### config.mk
export PLATFORM = sky130hd
export DESIGN_NAME = cpu_controller_flat
export DESIGN_NICKNAME = d
export VERILOG_FILES = /design/src/rtl/cpu_pkg.sv /design/src/rtl/cpu_controller_if.sv /design/src/rtl/cpu_loader.sv /design/src/rtl/cpu_controller.sv /design/src/flat_wrapper.sv
export SDC_FILE = /design/constraint.sdc
export NUM_CORES = 1
export LEC_CHECK = 0
export ABC_AREA = 1
export BUFFER_PORTS_ARGS = -buffer_cell sky130_fd_sc_hd__buf_2
export CAP_MARGIN = 20
export CORE_ASPECT_RATIO = 1.1
export CORE_UTILIZATION = 45
export CTS_BUF_LIST = sky130_fd_sc_hd__clkbuf_4 sky130_fd_sc_hd__clkbuf_8
export DETAILED_ROUTE_END_ITERATION = 8
export PLACE_DENSITY_LB_ADDON = 0.3
export SLEW_MARGIN = 20
export SYNTH_ARGS = -nofsm -noshare
export SYNTH_HDL_FRONTEND = slang
export SYNTH_HIERARCHICAL = 1
export SYNTH_SLANG_ARGS = --single-unit
export TNS_END_PERCENT = 1
### constraint.sdc
create_clock -name clock -period 2.3 [get_ports clock]
set_input_delay 0.345 -clock clock [delete_from_list [all_inputs] [get_ports clock]]
set_output_delay 0.345 -clock clock [all_outputs]
set_load 0.03 [all_outputs]
### src/rtl/cpu_pkg.sv
// Shared definitions for the 8-bit accumulator CPU:
// opcodes, sequencer states and address width.
package cpu_pkg;

  localparam int PHASES = 8;
  localparam int AW     = 5;

  localparam logic [2:0] OP_HLT = 3'b000;
  localparam logic [2:0] OP_SKZ = 3'b001;
  localparam logic [2:0] OP_ADD = 3'b010;
  localparam logic [2:0] OP_AND = 3'b011;
  localparam logic [2:0] OP_XOR = 3'b100;
  localparam logic [2:0] OP_LDA = 3'b101;
  localparam logic [2:0] OP_STO = 3'b110;
  localparam logic [2:0] OP_JMP = 3'b111;

  // Run phases encode their own index in bits [2:0]
  typedef enum logic [3:0] {
    INST_ADDR  = 4'd0,
    INST_FETCH = 4'd1,
    INST_LOAD  = 4'd2,
    IDLE       = 4'd3,
    OP_ADDR    = 4'd4,
    OP_FETCH   = 4'd5,
    ALU_OP     = 4'd6,
    STORE      = 4'd7,
    WAIT       = 4'd8,
    LOAD       = 4'd9,
    HALTED     = 4'd10
  } state_t;

  function automatic logic is_aluop(
    input logic [2:0] op
  );
    return (op == OP_ADD) || (op == OP_AND) ||
           (op == OP_XOR) || (op == OP_LDA);
  endfunction

endpackage

### src/rtl/cpu_controller_if.sv
// Controller <-> datapath/memory strobe bundle.
// master = sequencer side, slave = datapath side.
interface cpu_controller_if;
  import cpu_pkg::*;

  logic                      Load;
  logic [2:0]                opcode;
  logic                      zero;
  logic                      sel;
  logic                      rd;
  logic                      ld_ir;
  logic                      inc_pc;
  logic                      ld_pc;
  logic                      clr_pc;
  logic                      ld_ac;
  logic                      data_e;
  logic                      wr;
  logic                      mem_ld;
  logic [AW-1:0]             load_addr;
  logic                      halt;
  logic [$clog2(PHASES)-1:0] phase;

  modport master (
    input  Load, opcode, zero,
    output sel, rd, ld_ir, inc_pc, ld_pc,
    output clr_pc, ld_ac, data_e, wr,
    output mem_ld, load_addr, halt, phase
  );

  modport slave (
    output Load, opcode, zero,
    input  sel, rd, ld_ir, inc_pc, ld_pc,
    input  clr_pc, ld_ac, data_e, wr,
    input  mem_ld, load_addr, halt, phase
  );

endinterface

### src/rtl/cpu_loader.sv
// Program-load address counter; writes data_in at
// consecutive addresses, wrapping silently.
module cpu_loader
  import cpu_pkg::*;
(
  input  logic          clock,
  input  logic          reset,
  input  logic          i_en,
  input  logic          i_clr,
  output logic          o_mem_ld,
  output logic [AW-1:0] o_addr
);

  logic [AW-1:0] r_addr;

  always_ff @(posedge clock or negedge reset) begin
    if (!reset) begin
      r_addr <= '0;
    end else if (i_clr) begin
      r_addr <= '0;
    end else if (i_en) begin
      r_addr <= r_addr + 1'b1;
    end
  end

  assign o_mem_ld = i_en;
  assign o_addr   = r_addr;

endmodule

### src/rtl/cpu_controller.sv
// 8-phase fetch/execute sequencer with program-load
// mode; strobes decoded from state, opcode and zero.
module cpu_controller
  import cpu_pkg::*;
(
  input  logic             clock,
  input  logic             reset,
  cpu_controller_if.master bus
);

  state_t r_state;

  logic w_alu;
  logic w_skz;
  logic w_sto;
  logic w_jmp;
  logic w_hlt;
  logic w_ld_en;
  logic w_ld_clr;

  logic       w_sel, w_rd, w_ld_ir, w_inc_pc;
  logic       w_ld_pc, w_clr_pc, w_ld_ac;
  logic       w_data_e, w_wr, w_halt;
  logic [2:0] w_phase;

  assign w_alu = is_aluop(bus.opcode);
  assign w_skz = (bus.opcode == OP_SKZ);
  assign w_sto = (bus.opcode == OP_STO);
  assign w_jmp = (bus.opcode == OP_JMP);
  assign w_hlt = (bus.opcode == OP_HLT);

  always_ff @(posedge clock or negedge reset) begin
    if (!reset) begin
      r_state <= WAIT;
    end else begin
      unique case (r_state)
        WAIT:       if (bus.Load) r_state <= LOAD;
        LOAD:       if (!bus.Load) r_state <= INST_ADDR;
        HALTED:     if (bus.Load) r_state <= LOAD;
        INST_ADDR:  r_state <= INST_FETCH;
        INST_FETCH: r_state <= INST_LOAD;
        INST_LOAD:  r_state <= IDLE;
        IDLE:       r_state <= OP_ADDR;
        OP_ADDR:    r_state <= w_hlt ? HALTED : OP_FETCH;
        OP_FETCH:   r_state <= ALU_OP;
        ALU_OP:     r_state <= STORE;
        STORE:      r_state <= INST_ADDR;
        default:    r_state <= WAIT;
      endcase
    end
  end

  // Load is only honoured while waiting or loading
  assign w_ld_en  = bus.Load &&
                    ((r_state == WAIT) || (r_state == LOAD));
  assign w_ld_clr = ((r_state == LOAD) && !bus.Load) ||
                    ((r_state == HALTED) && bus.Load);

  always_comb begin
    w_sel    = 1'b0;
    w_rd     = 1'b0;
    w_ld_ir  = 1'b0;
    w_inc_pc = 1'b0;
    w_ld_pc  = 1'b0;
    w_clr_pc = 1'b0;
    w_ld_ac  = 1'b0;
    w_data_e = 1'b0;
    w_wr     = 1'b0;
    w_halt   = 1'b0;
    w_phase  = '0;
    if (!r_state[3]) w_phase = r_state[2:0];
    unique case (r_state)
      LOAD:       w_clr_pc = !bus.Load;
      HALTED:     w_halt = 1'b1;
      INST_ADDR:  w_sel = 1'b1;
      INST_FETCH: begin
        w_sel = 1'b1;
        w_rd  = 1'b1;
      end
      INST_LOAD, IDLE: begin
        w_sel   = 1'b1;
        w_rd    = 1'b1;
        w_ld_ir = 1'b1;
      end
      OP_ADDR: begin
        w_inc_pc = 1'b1;
        w_halt   = w_hlt;
      end
      OP_FETCH:   w_rd = w_alu;
      ALU_OP: begin
        w_rd     = w_alu;
        w_inc_pc = w_skz && bus.zero;
        w_ld_pc  = w_jmp;
        w_data_e = w_sto;
      end
      STORE: begin
        w_rd     = w_alu;
        w_ld_ac  = w_alu;
        w_ld_pc  = w_jmp;
        w_wr     = w_sto;
        w_data_e = w_sto;
      end
      default: ;
    endcase
  end

  assign bus.sel    = w_sel;
  assign bus.rd     = w_rd;
  assign bus.ld_ir  = w_ld_ir;
  assign bus.inc_pc = w_inc_pc;
  assign bus.ld_pc  = w_ld_pc;
  assign bus.clr_pc = w_clr_pc;
  assign bus.ld_ac  = w_ld_ac;
  assign bus.data_e = w_data_e;
  assign bus.wr     = w_wr;
  assign bus.halt   = w_halt;
  assign bus.phase  = w_phase;

  cpu_loader u_loader (
    .clock    (clock),
    .reset    (reset),
    .i_en     (w_ld_en),
    .i_clr    (w_ld_clr),
    .o_mem_ld (bus.mem_ld),
    .o_addr   (bus.load_addr)
  );

endmodule
### src/flat_wrapper.sv
// flat-port wrapper written by rule: the top's interface ports become plain ports
module cpu_controller_flat import cpu_pkg::*;
  (clock, reset, bus_Load, bus_opcode, bus_zero, bus_sel, bus_rd, bus_ld_ir, bus_inc_pc, bus_ld_pc, bus_clr_pc, bus_ld_ac, bus_data_e, bus_wr, bus_mem_ld, bus_load_addr, bus_halt, bus_phase);
  cpu_controller_if bus_i ();
  input  logic clock;
  input  logic reset;
  input wire logic [$bits(bus_i.Load)-1:0] bus_Load;
  input wire logic [$bits(bus_i.opcode)-1:0] bus_opcode;
  input wire logic [$bits(bus_i.zero)-1:0] bus_zero;
  output wire logic [$bits(bus_i.sel)-1:0] bus_sel;
  output wire logic [$bits(bus_i.rd)-1:0] bus_rd;
  output wire logic [$bits(bus_i.ld_ir)-1:0] bus_ld_ir;
  output wire logic [$bits(bus_i.inc_pc)-1:0] bus_inc_pc;
  output wire logic [$bits(bus_i.ld_pc)-1:0] bus_ld_pc;
  output wire logic [$bits(bus_i.clr_pc)-1:0] bus_clr_pc;
  output wire logic [$bits(bus_i.ld_ac)-1:0] bus_ld_ac;
  output wire logic [$bits(bus_i.data_e)-1:0] bus_data_e;
  output wire logic [$bits(bus_i.wr)-1:0] bus_wr;
  output wire logic [$bits(bus_i.mem_ld)-1:0] bus_mem_ld;
  output wire logic [$bits(bus_i.load_addr)-1:0] bus_load_addr;
  output wire logic [$bits(bus_i.halt)-1:0] bus_halt;
  output wire logic [$bits(bus_i.phase)-1:0] bus_phase;
  assign bus_i.Load = bus_Load;
  assign bus_i.opcode = bus_opcode;
  assign bus_i.zero = bus_zero;
  assign bus_sel = bus_i.sel;
  assign bus_rd = bus_i.rd;
  assign bus_ld_ir = bus_i.ld_ir;
  assign bus_inc_pc = bus_i.inc_pc;
  assign bus_ld_pc = bus_i.ld_pc;
  assign bus_clr_pc = bus_i.clr_pc;
  assign bus_ld_ac = bus_i.ld_ac;
  assign bus_data_e = bus_i.data_e;
  assign bus_wr = bus_i.wr;
  assign bus_mem_ld = bus_i.mem_ld;
  assign bus_load_addr = bus_i.load_addr;
  assign bus_halt = bus_i.halt;
  assign bus_phase = bus_i.phase;
  cpu_controller u_core (.clock(clock), .reset(reset), .bus(bus_i));
endmodule
==> impl_metrics.ini <==
[outcome]
outcome = finished, final reports clean

[synthesis]
syn-num-nets = 108
ys_types = 23
syn_area_per_cell_um2 = 6.594
seq_area_frac_synth_pct = 34.35
yosys_warnings = 6
ys_ff_latch = 9
syn-cell-area_um2 = 659.4
synth_cells = 100

[critical_path]
max_stage_delay_ps = 610
path_max_fanout = 8
crit_slowest_cell = dfstp_2
cpLargestDelayFamily = flip-flops
crit_buf_inv = 2
cp-start-kind = register
end_kind = primary output
worstSetupPathType = register to primary output
crit_chain = nand2_1, nor3_1, buf_4, buf_2
critPathArrivalTime_ps = 1490
required_ps = 1960

[global_routing]
overflow = 0
grt_pass1_wl_um = 2442
antenna_found_initial = 0
grt_pass1_vias = 608
grt_max_degree = 10
track_usage_pct = 21.32

[sta]
finalSetupViolCount = 0
tightest_slew_ps = 319.5
fin_crit_sh_pct = 79.83
hold_viol = 0
fin_tns_setup_ps = 0
fin_crit_ps = 1836
max_clock_freq_mhz = 544.6
finClkSkew_ps = 11.03
rsz0062_at_grt = no
relSlewSlack_pct = 78.56
report.final.slew_viol_count = 0

[finish]
layout_common_cells = nand2_1 (26), buf_2 (25), inv_1 (15), nor2_1 (10)
diodes = 0
drive_gt1_share_pct = 31.01
layout.nets = 138
n_fill_cell = 145
multi_input_area_um2 = 342.8
final_common_cell = nand2_1
seqCellArea_um2 = 226.5
syn2layout_area_growth_pct = 26.00
final_cells = 145

[placed_design]
dp.cells = 140
numPortBuffers = 25
dp_hpwl_um = 1217
routabilityCongestion = 0.8661

[clock_network]
cts_buffers = 3
htreeDepth = 1
insertion_delay_ps = 270
clk_pin_slew_worst_paths_ps = 70
clock_sinks = 9
cts_resized = 0
clockRootBuffer = clkbuf_4
cts_tree = yes
clockBufferDepth = 2

[floorplan]
die_x_um = 38.50
rows = 14
ioPinCount = 26
initial_core_util_pct = 48.26
die-area_mm2 = 0.001622
core_mm2 = 0.001366
die_h_um = 42.15

[power_and_ir_drop]
p_leak_nw = 0.5197
vdd_drop_max_mv = 0.7325
p_per_area_mw_per_mm2 = 1181

[routing]
ant_nets = 0
drt_iter0_markers = 35
wire_per_inst_um = 10.43
drcViolationCount = 0
vias_per_cell = 4.959
vias = 719
routed_wl_um = 1513
first_pass_iters = 4

[run]
max-cap-violations = 0

[min_path]
hp-class = input pin to register
## cells in the mapped netlist, drive strengths merged
master,count,area share [%]
nand4,2,1.9
nor2,14,11
o21ai,4,3.0
dfstp,1,4.0
o211ai,1,1.1
buf,2,2.8
nand2,28,17
o31ai,1,1.1
inv,18,10
dfrtp,8,30
ha,1,1.9
nand3,8,6.1
clkinv,1,0.57
xnor2,1,1.3
o22ai,1,0.95
a21oi,3,2.3
nor3,6,4.6
## flip-flops by register name, indices dropped and copies added, names as in the netlist
name,count
u_core/r_state,4
u_core/u_loader/o_addr,5
## per-stage QoR
| stage | power, mW | hold slack [ps] | setup slack (ps) | utilization, % | instance area (um^2) |
|---|---|---|---|---|---|
| after floorplan | 0.7265 | 49.41 | 225.6 | - | 659.4 |
| after global placement | 0.8419 | 205.5 | 733.9 | 58.06 | 793.3 |
| after detailed placement | 0.8566 | 209.4 | 690.3 | 58.06 | 793.3 |
| after CTS | 0.9852 | 299.3 | 459.6 | 60.81 | 830.8 |
| after global routing | 1.065 | 315.2 | 305.5 | 60.81 | 830.8 |
| final | 0.9809 | 305.8 | 463.8 | 60.81 | 830.8 |
## layer usage
layer	track usage, %	up-vias	part of all wire, %
met1	27.12	314	44
met2	33.00	29	49
met3	4.787	0	6.9
li1	-	376	-
met4	10.34	0	0
met5	0	-	0
## worst paths after layout
kind / startpoint / endpoint / cells after the start / slack, ps
max: u_core/r_state[3] / bus_mem_ld / 4 / 460
min: bus_Load / u_core/r_state[0] / 3 / 310
max reg2reg: u_core/r_state[3] / u_core/u_loader/o_addr[4] / 9 / 630
min reg2reg: u_core/u_loader/o_addr[1] / u_core/u_loader/o_addr[1] / 2 / 540
max in group asynchronous: reset / u_core/r_state[3] / 2 / 1600
min in group asynchronous: reset / u_core/u_loader/o_addr[3] / 2 / 450
## worst min-delay path, cell delays in order
cell     delay (ps)
buf_2            90
nand2_1          50
nand2_1          50
## cell type report
cell class / count / share of cell area (%)
multi-input combinational: 70 / 41.27
sequential: 9 / 27.26
timing repair buffer: 27 / 17.17
inverter: 19 / 8.584
clock buffer: 3 / 2.711
tap: 16 / 2.410
clock inverter: 1 / 0.6024
## power by group
part | internal (mW) | leakage [nW] | switching [mW]
Sequential | 0.219 | 0.116 | 0.0734
Clock | 0.0641 | 0.0177 | 0.0583
Combinational | 0.175 | 0.386 | 0.392
Total | 0.457 | 0.520 | 0.524
## kinds of logic after synthesis
| logic type | Yosys count | synth area share [%] |
|---|---|---|
| compound gates | 10 | 8.540 |
| fa+ha+maj | 1 | 1.897 |
| buf+inv | 21 | 13.66 |
| simple gates | 58 | 40.23 |
| xor+xnor | 1 | 1.329 |
| flops | 9 | 34.35 |
## what timing repair did
item / 4_1_cts / 5_1_grt
setup buffers: 0 / 0
hold buffers: 1 / 0
endpoints found under the hold margin: 8 / 0
No activity file was read; power rests on OpenSTA's default activity.
